==> src/rtl/param_calculator.sv <==
// Multi-cycle add/sub/shift-add multiply/restoring divide calculator with one-hot state flags.
// Define CALC_REMAINDER_EN to build the division remainder register; otherwise Rem is tied to 0.
module param_calculator #(
  parameter int WIDTH = 16
) (
  input  logic               Clk,
  input  logic               Reset,
  input  logic [WIDTH-1:0]   In,
  input  logic               SCEN,
  input  logic               ButU,
  input  logic               ButD,
  input  logic               ButR,
  input  logic               ButL,
  output logic [WIDTH-1:0]   A,
  output logic [WIDTH-1:0]   B,
  output logic [2*WIDTH-1:0] Result,
  output logic [WIDTH-1:0]   Rem,
  output logic               Flag,
  output logic               Done,
  output logic               QI,
  output logic               QGet_A,
  output logic               QGet_B,
  output logic               QGet_Op,
  output logic               QAdd,
  output logic               QSub,
  output logic               QMul,
  output logic               QDiv,
  output logic               QErr,
  output logic               QDone
);

  localparam int CW = $clog2(WIDTH) + 1;
  localparam logic [CW-1:0] LAST_STEP = CW'(WIDTH - 1);

  typedef enum logic [9:0] {
    S_INIT  = 10'b00_0000_0001,
    S_GETA  = 10'b00_0000_0010,
    S_GETB  = 10'b00_0000_0100,
    S_GETOP = 10'b00_0000_1000,
    S_ADD   = 10'b00_0001_0000,
    S_SUB   = 10'b00_0010_0000,
    S_MUL   = 10'b00_0100_0000,
    S_DIV   = 10'b00_1000_0000,
    S_ERR   = 10'b01_0000_0000,
    S_DONE  = 10'b10_0000_0000
  } state_t;

  state_t               stateQ, stateD;
  logic [WIDTH-1:0]     aQ, aD, bQ, bD;
  logic [2*WIDTH-1:0]   resultQ, resultD;
  logic                 flagQ, flagD;
  logic [CW-1:0]        cntQ, cntD;
  // accQ is the partial product in MUL and the partial remainder in DIV
  logic [2*WIDTH-1:0]   accQ, accD, mcandQ, mcandD;
  logic [WIDTH-1:0]     workQ, workD;
  logic                 clearOut;
`ifdef CALC_REMAINDER_EN
  logic [WIDTH-1:0]     remQ, remD;
`endif

  logic [WIDTH:0]       sumFull;
  logic [WIDTH-1:0]     diff;
  logic [2*WIDTH-1:0]   prodNext;
  logic [WIDTH:0]       remShift, remTrial, remNext;
  logic                 divFits;
  logic [WIDTH-1:0]     quoNext;
  logic                 lastStep;

  assign sumFull  = {1'b0, aQ} + {1'b0, bQ};
  assign diff     = aQ - bQ;
  assign prodNext = accQ + (workQ[0] ? mcandQ : '0);
  assign remShift = {accQ[WIDTH-1:0], workQ[WIDTH-1]};
  assign remTrial = remShift - {1'b0, bQ};
  // A negative trial difference always lands with its top bit set, since remShift < 2*B
  assign divFits  = ~remTrial[WIDTH];
  assign remNext  = divFits ? remTrial : remShift;
  assign quoNext  = {workQ[WIDTH-2:0], divFits};
  assign lastStep = (cntQ == LAST_STEP);

  always_comb begin
    stateD   = stateQ;
    aD       = aQ;
    bD       = bQ;
    resultD  = resultQ;
    flagD    = flagQ;
    cntD     = cntQ;
    accD     = accQ;
    mcandD   = mcandQ;
    workD    = workQ;
    clearOut = 1'b0;
`ifdef CALC_REMAINDER_EN
    remD     = remQ;
`endif
    unique case (stateQ)
      S_INIT: begin
        clearOut = 1'b1;
        if (SCEN) stateD = S_GETA;
      end
      S_GETA: begin
        aD = In;
        if (SCEN) stateD = S_GETB;
      end
      S_GETB: begin
        bD = In;
        if (SCEN) stateD = S_GETOP;
      end
      S_GETOP: begin
        accD   = '0;
        mcandD = {{WIDTH{1'b0}}, bQ};
        workD  = aQ;
        cntD   = '0;
        if (ButU) begin
          stateD = S_MUL;
        end else if (ButD) begin
          if (bQ == '0) begin
            stateD  = S_ERR;
            flagD   = 1'b1;
            resultD = '0;
          end else begin
            stateD = S_DIV;
          end
        end else if (ButR) begin
          stateD = S_ADD;
        end else if (ButL) begin
          stateD = S_SUB;
        end
      end
      S_ADD: begin
        resultD = {{(WIDTH-1){1'b0}}, sumFull};
        flagD   = sumFull[WIDTH];
        stateD  = S_DONE;
      end
      S_SUB: begin
        resultD = {{WIDTH{1'b0}}, diff};
        flagD   = (aQ < bQ);
        stateD  = S_DONE;
      end
      S_MUL: begin
        accD   = prodNext;
        mcandD = mcandQ << 1;
        workD  = workQ >> 1;
        cntD   = cntQ + CW'(1);
        if (lastStep) begin
          resultD = prodNext;
          flagD   = |prodNext[2*WIDTH-1:WIDTH];
          stateD  = S_DONE;
        end
      end
      S_DIV: begin
        accD  = {{(WIDTH-1){1'b0}}, remNext};
        workD = quoNext;
        cntD  = cntQ + CW'(1);
        if (lastStep) begin
          resultD = {{WIDTH{1'b0}}, quoNext};
`ifdef CALC_REMAINDER_EN
          remD    = remNext[WIDTH-1:0];
          flagD   = |remNext[WIDTH-1:0];
`else
          flagD   = 1'b0;
`endif
          stateD  = S_DONE;
        end
      end
      S_ERR, S_DONE: begin
        if (SCEN) begin
          clearOut = 1'b1;
          stateD   = S_INIT;
        end
      end
      default: stateD = S_INIT;
    endcase
    if (clearOut) begin
      aD      = '0;
      bD      = '0;
      resultD = '0;
      flagD   = 1'b0;
`ifdef CALC_REMAINDER_EN
      remD    = '0;
`endif
    end
  end

  always_ff @(posedge Clk or posedge Reset) begin
    if (Reset) begin
      stateQ  <= S_INIT;
      aQ      <= '0;
      bQ      <= '0;
      resultQ <= '0;
      flagQ   <= 1'b0;
      cntQ    <= '0;
      accQ    <= '0;
      mcandQ  <= '0;
      workQ   <= '0;
    end else begin
      stateQ  <= stateD;
      aQ      <= aD;
      bQ      <= bD;
      resultQ <= resultD;
      flagQ   <= flagD;
      cntQ    <= cntD;
      accQ    <= accD;
      mcandQ  <= mcandD;
      workQ   <= workD;
    end
  end

`ifdef CALC_REMAINDER_EN
  always_ff @(posedge Clk or posedge Reset) begin
    if (Reset) remQ <= '0;
    else       remQ <= remD;
  end
  assign Rem = remQ;
`else
  assign Rem = '0;
`endif

  assign A       = aQ;
  assign B       = bQ;
  assign Result  = resultQ;
  assign Flag    = flagQ;
  assign Done    = stateQ[9] | stateQ[8];
  assign QI      = stateQ[0];
  assign QGet_A  = stateQ[1];
  assign QGet_B  = stateQ[2];
  assign QGet_Op = stateQ[3];
  assign QAdd    = stateQ[4];
  assign QSub    = stateQ[5];
  assign QMul    = stateQ[6];
  assign QDiv    = stateQ[7];
  assign QErr    = stateQ[8];
  assign QDone   = stateQ[9];

endmodule
==> config.mk <==
export PLATFORM = sky130hd
export DESIGN_NAME = param_calculator
export DESIGN_NICKNAME = d
export VERILOG_FILES = /design/src/rtl/param_calculator.sv
export SDC_FILE = /design/constraint.sdc
export NUM_CORES = 1
export LEC_CHECK = 0
export CORE_MARGIN = 2
export CORE_UTILIZATION = 30
export CTS_CLUSTER_DIAMETER = 80
export DETAILED_ROUTE_END_ITERATION = 10
export PLACE_DENSITY = 0.51
export SYNTH_ARGS = -nofsm -noshare
export SYNTH_HDL_FRONTEND = slang
export SYNTH_SLANG_ARGS = --single-unit
==> constraint.sdc <==
create_clock -name Clk -period 13.8 [get_ports Clk]
set_input_delay 1.38 -clock Clk [delete_from_list [all_inputs] [get_ports Clk]]
set_output_delay 1.38 -clock Clk [all_outputs]
set_load 0.02 [all_outputs]
Word level (Yosys, flattened, before mapping)
Index checks and enable logic that the tools add are counted.

Add/subtract/negate cells: 5. Order comparisons: 1. Eq/ne operators: 22. Muxes and demuxes: 37. Bitwise gates (word level): 2. Reductions and logical operators: 13.

Operators by type and width (number): 32-bit 2-to-1 mux (7); 32-bit case mux with 5 select lines (1); 32-bit case mux with 3 select lines (1); 10-bit 2-to-1 mux (9); 10-bit case mux with 7 select lines (1); 16-bit 2-to-1 mux (4); 32-bit case mux with 2 select lines (1); 16-bit case mux with 3 select lines (1); 32-bit adder (1); 16-bit by 16-bit adder with 17-bit output (1); 17-bit 2-to-1 mux (1); 17-bit by 16-bit subtractor with 17-bit output (1); 16-bit zero test (1); 16-bit less-than comparator (1); 16-bit OR reduction (1); 16-bit subtractor (1); 3-bit != test (second input constant) (5); 6-bit AND reduction (2); 10-bit by 1-bit equality test with 1-bit output (second input constant) (1); 10-bit equality test (second input constant) (1); 10-bit by 2-bit equality test with 1-bit output (second input constant) (1); 10-bit by 3-bit equality test with 1-bit output (second input constant) (1); 10-bit by 4-bit equality test with 1-bit output (second input constant) (1); 10-bit by 5-bit equality test with 1-bit output (second input constant) (1); other kinds (20) (34).

Register bits: 160. Bits of input ports: 23. Output and inout bits: 92. Logic and storage cells: 89.

Depth between registers and ports, before layout
Depth in word-level cells: 6. Depth in mapped cells: 22. Mapped depth without buffers: 21.

Worst setup path before layout
No wires, ideal clock.

Path type: reg-to-reg. Start point: register bQ[0] (netlist: B[0]). End point: register accQ[2]. Library setup time: 0.137 ns. Arrival: 3.635 ns. Setup slack: 10.028 ns. Cell stages (with the launch flop): 21. Buffers on the path: 2. Clock period less this slack: 3.772 ns. Path through: dfrtp_1 > ha_1 > fa_1 > nor2b_1 > o21ai_0 > a21oi_1 > o21ai_0 > a21oi_1 > o2111ai_1 > nand4_1 > o211ai_1 > o21ai_0 > o211ai_1 > nand2_1 > ha_1 > clkbuf_1 > inv_1 > clkbuf_1 > nor3_1 > a21oi_1 > o211ai_1.

Cells in the longest elaborated chain, start to end: 3.

RTL lines: start, declared (RTL line 49) `logic [WIDTH-1:0] aQ, aD, bQ, bD;`; start signal, assigned (RTL line 187) `bQ <= '0;`; start signal, assigned (RTL line 197) `bQ <= bD;`; 17-bit by 16-bit subtractor with 17-bit output (RTL line 73) `assign remTrial = remShift - {1'b0, bQ};`; 17-bit 2-to-1 mux (RTL line 76) `assign remNext = divFits ? remTrial : remShift;`; 32-bit case mux with 3 select lines (RTL line 94) `unique case (stateQ)`; end signal, assigned (RTL line 191) `accQ <= '0;`; end signal, assigned (RTL line 201) `accQ <= accD;`; end, declared (RTL line 54) `logic [2*WIDTH-1:0] accQ, accD, mcandQ, mcandD;`.

No other way between the ends. A chain may end at the register's enable or synchronous reset.

Worst setup path in the final report
Start point: register bQ[0] (netlist: B[0]). End point: register accQ[14].

Same word-level chain as after synthesis.

==> summary.md <==
| Metric | Value |
|---|---|
| Outcome | completed |
| Largest net degree at the start of global routing | 99 |
| Post-layout minimum cycle time | 4800 ps |
| Final setup margin | 9000 ps |
| Nets | 1472 |
| Max FO, Critical Path | 18 |
| Initial antenna violation count | 0 |
| Most frequent cells in the layout | nand2_1 (211), dfrtp_1 (159), a21oi_1 (126) |
| Final WL | 37400 um |
| Ports | 115 |
| Postcts setup bufs | 0 |
| Drt pass-1 iters | 5 |
| Worst Path Required | 14100 ps |
| Share of cells above drive strength 1 | 5.23% |
| WHS Path Cells | 2 |
| Leak Pwr | 5.80 nW |
| Min-delay src | Result[31] |
| Cells after Synth | 1302 |
| Drt wl/cell | 20.3 um |
| CP Launch Type | flip-flop |
| Worst relative slew slack | 18.6% |
| Placer Congestion | 0.909 |
| Hold buffers post-CTS | 0 |
| CTS tree | yes |
| Commonest non-fill, non-tap cell in the layout | nand2_1 |
| Ys async rst share | 100% |
| CP Capture Type | flip-flop |
| Detailed placer's ending HPWL | 27600 um |
| Seq/Total Area, Yosys | 36.1% |
| Resized cells post-CTS | 0 |
| Final setup vio count | 0 |
| Clock Path Buffers | 2 |
| CTS buffer count | 17 |
| Die area | 0.0386 mm2 |
| Placed cell area | 0.0125 mm2 |
| Max cap viols | 0 |
| Total grt overflow | 0 |
| P&R area growth vs syn | 18.0% |
| Via density | 5.43 |
| Avg Cell Area, Syn | 8.53 um2 |
| Starting Density | 30.4% |
| Number of DRC markers in iteration 0 | 703 |
| PwrDens | 224 mW/mm2 |
| Fmax | 208 MHz |
| Distinct cells, synth | 79 |
| Tightest Pin Transition | 1220 ps |
| Crit Reg-Reg Endpoint | accQ[14] |
| Detail Route Antenna Nets | 0 |
| Final hold violation count | 0 |
| Vias in the first global route | 9695 |
| Post-synth EDFFs | 0 |
| Yosys top cell by area | dfrtp_1 |
| Post-layout util | 35.9% |
| Total track usage | 19.6% |
| RSZ-0062 raised after global routing | no |
| Arrival time worst endpoint | 5100 ps |
| Final instance area | 0.0131 mm2 |
| FF-to-FF Start | B[0] |
| Clock tree sinks | 160 |
| DRC Markers | 0 |
| Skew-Pair Late Insertion Delay | 440 ps |
| VDD IR max | 0.128 mV |
| Final period util | 34.8% |
| Top_reg_cell synth | dfrtp_1 |
| Root Driver | clkbuf_16 |
| Netlist Area Pre-Place | 0.0111 mm2 |
| Clock-pin slew on the worst setup and hold paths | 70 ps |
| Final hold slack | 478 ps |
| First-pass GRT wire length | 58200 um |
| Top cells by area, synth | dfrtp_1 (36%), ha_1 (9.2%), nand2_1 (7.1%) |
| TNS Setup | 0 ps |
| Worst Hold Class | reg -> reg |
| Via Count | 10.0k |
| Yosys warning count | 0 |
| Yosys reg bits | 160 |
| Die width | 196 um |
| Vert. Die Dim | 196 um |
| Row cnt | 70 |
| WHS Endpoint | Result[31] |
| Final slew viol count | 0 |
| Core Area | 0.0365 mm2 |
| DP Worst Slack | 9140 ps |
| Diode count | 0 |
| Crit Path Class | reg -> reg |
| H-tree depth | 4 |
| Worst r2r path cells | 20 |
| R2R Setup Slk | 9000 ps |
| Clock skew | 12.0 ps |
| Port Buf Inserts | 98 |
| Top-area cell type share of the netlist area | 35.8% |
==> final cells by class <==
cell class,instances,area [um2]
fill,3780,23400
multi-input combinational,1020,6610
sequential,160,4010
timing repair buffer,111,1080
tap,468,586
clock buffer,21,450
inverter,53,204
clock inverter,11,179
==> cells in the mapped netlist (16+ instances only) <==
| library cell | number |
|---|---|
| clkbuf_1 | 55 |
| nand2_1 | 211 |
| a22oi_1 | 28 |
| inv_1 | 53 |
| o21bai_1 | 16 |
| xor2_1 | 17 |
| a21o_1 | 27 |
| ha_1 | 82 |
| nand3_1 | 20 |
| dfrtp_1 | 159 |
| buf_4 | 17 |
| and2_1 | 34 |
| o21ai_0 | 86 |
| a22o_1 | 31 |
| xnor2_1 | 28 |
| a21oi_1 | 126 |
| nor2_1 | 62 |
==> critical path: stages, from the launching register on <==
cell and delay [ps]:
dfrtp_1 470, ha_1 270, fa_1 380, nor2b_1 150, o21ai_0 120, a21oi_1 200
o21ai_0 150, a21oi_1 260, o2111ai_1 190, nand4_1 120, o211ai_1 130, o21ai_0 370
o211ai_1 130, nand2_1 80, ha_1 530, inv_1 380, nand2_1 140, a21oi_1 80
a221o_1 290, a21oi_1 130, o31ai_1 90
==> kinds of logic (layout without fill, tap and decap cells) <==
logic type / count (synthesis) / after routing / share of synthesized area, %
mux: 11 / 11 / 1.01
compound gates: 437 / 437 / 25.9
fa+ha+maj: 86 / 86 / 9.96
simple gates: 425 / 425 / 18.2
other cells: 1 / 16 / 0.0338
buf+inv: 137 / 196 / 5.31
xor+xnor: 45 / 45 / 3.55
flops: 160 / 160 / 36.1
==> routing by layer <==
| metal | vias up | part of all wire (%) | GRT usage, % |
|---|---|---|---|
| met5 | - | 0 | 0 |
| met4 | 0 | 1.8 | 5.36 |
| met3 | 41 | 6.8 | 5.20 |
| met2 | 284 | 44 | 30.1 |
| met1 | 4890 | 47 | 27.1 |
| li1 | 4801 | - | - |
==> through the flow <==
| stage | instances | total power, mW |
|---|---|---|
| detailed placement | 1812 | 2.39 |
| finish | 1844 | 2.93 |
| CTS | 1844 | 2.92 |
| global placement | 1812 | 2.38 |
| global route | 1844 | 3.15 |
| floorplan | 1317 | 1.85 |
==> worst max path at each step <==
| stage | startpoint | endpoint | cells past startpoint |
|---|---|---|---|
| after floorplan | Reset | A[0] | 1 |
| after global placement | B[0] | accQ[14] | 20 |
| after detailed placement | B[0] | accQ[14] | 20 |
| after CTS | B[0] | accQ[14] | 20 |
| after global routing | B[0] | accQ[14] | 20 |
| final | B[0] | accQ[14] | 20 |
==> power by group <==
part	switching, mW	internal (mW)
clock network	0.212	0.310
registers	0.183	0.569
logic	1.02	0.638
total	1.42	1.52
==> sequential cells by signal, indices dropped and copies added, names as in the netlist <==
| name | flops |
|---|---|
| Result | 32 |
| A | 16 |
| Flag | 1 |
| accQ | 32 |
| stateQ | 10 |
| cntQ | 5 |
| B | 16 |
| mcandQ | 32 |
| workQ | 16 |
Note: power is estimated with default switching activity, not from simulation.
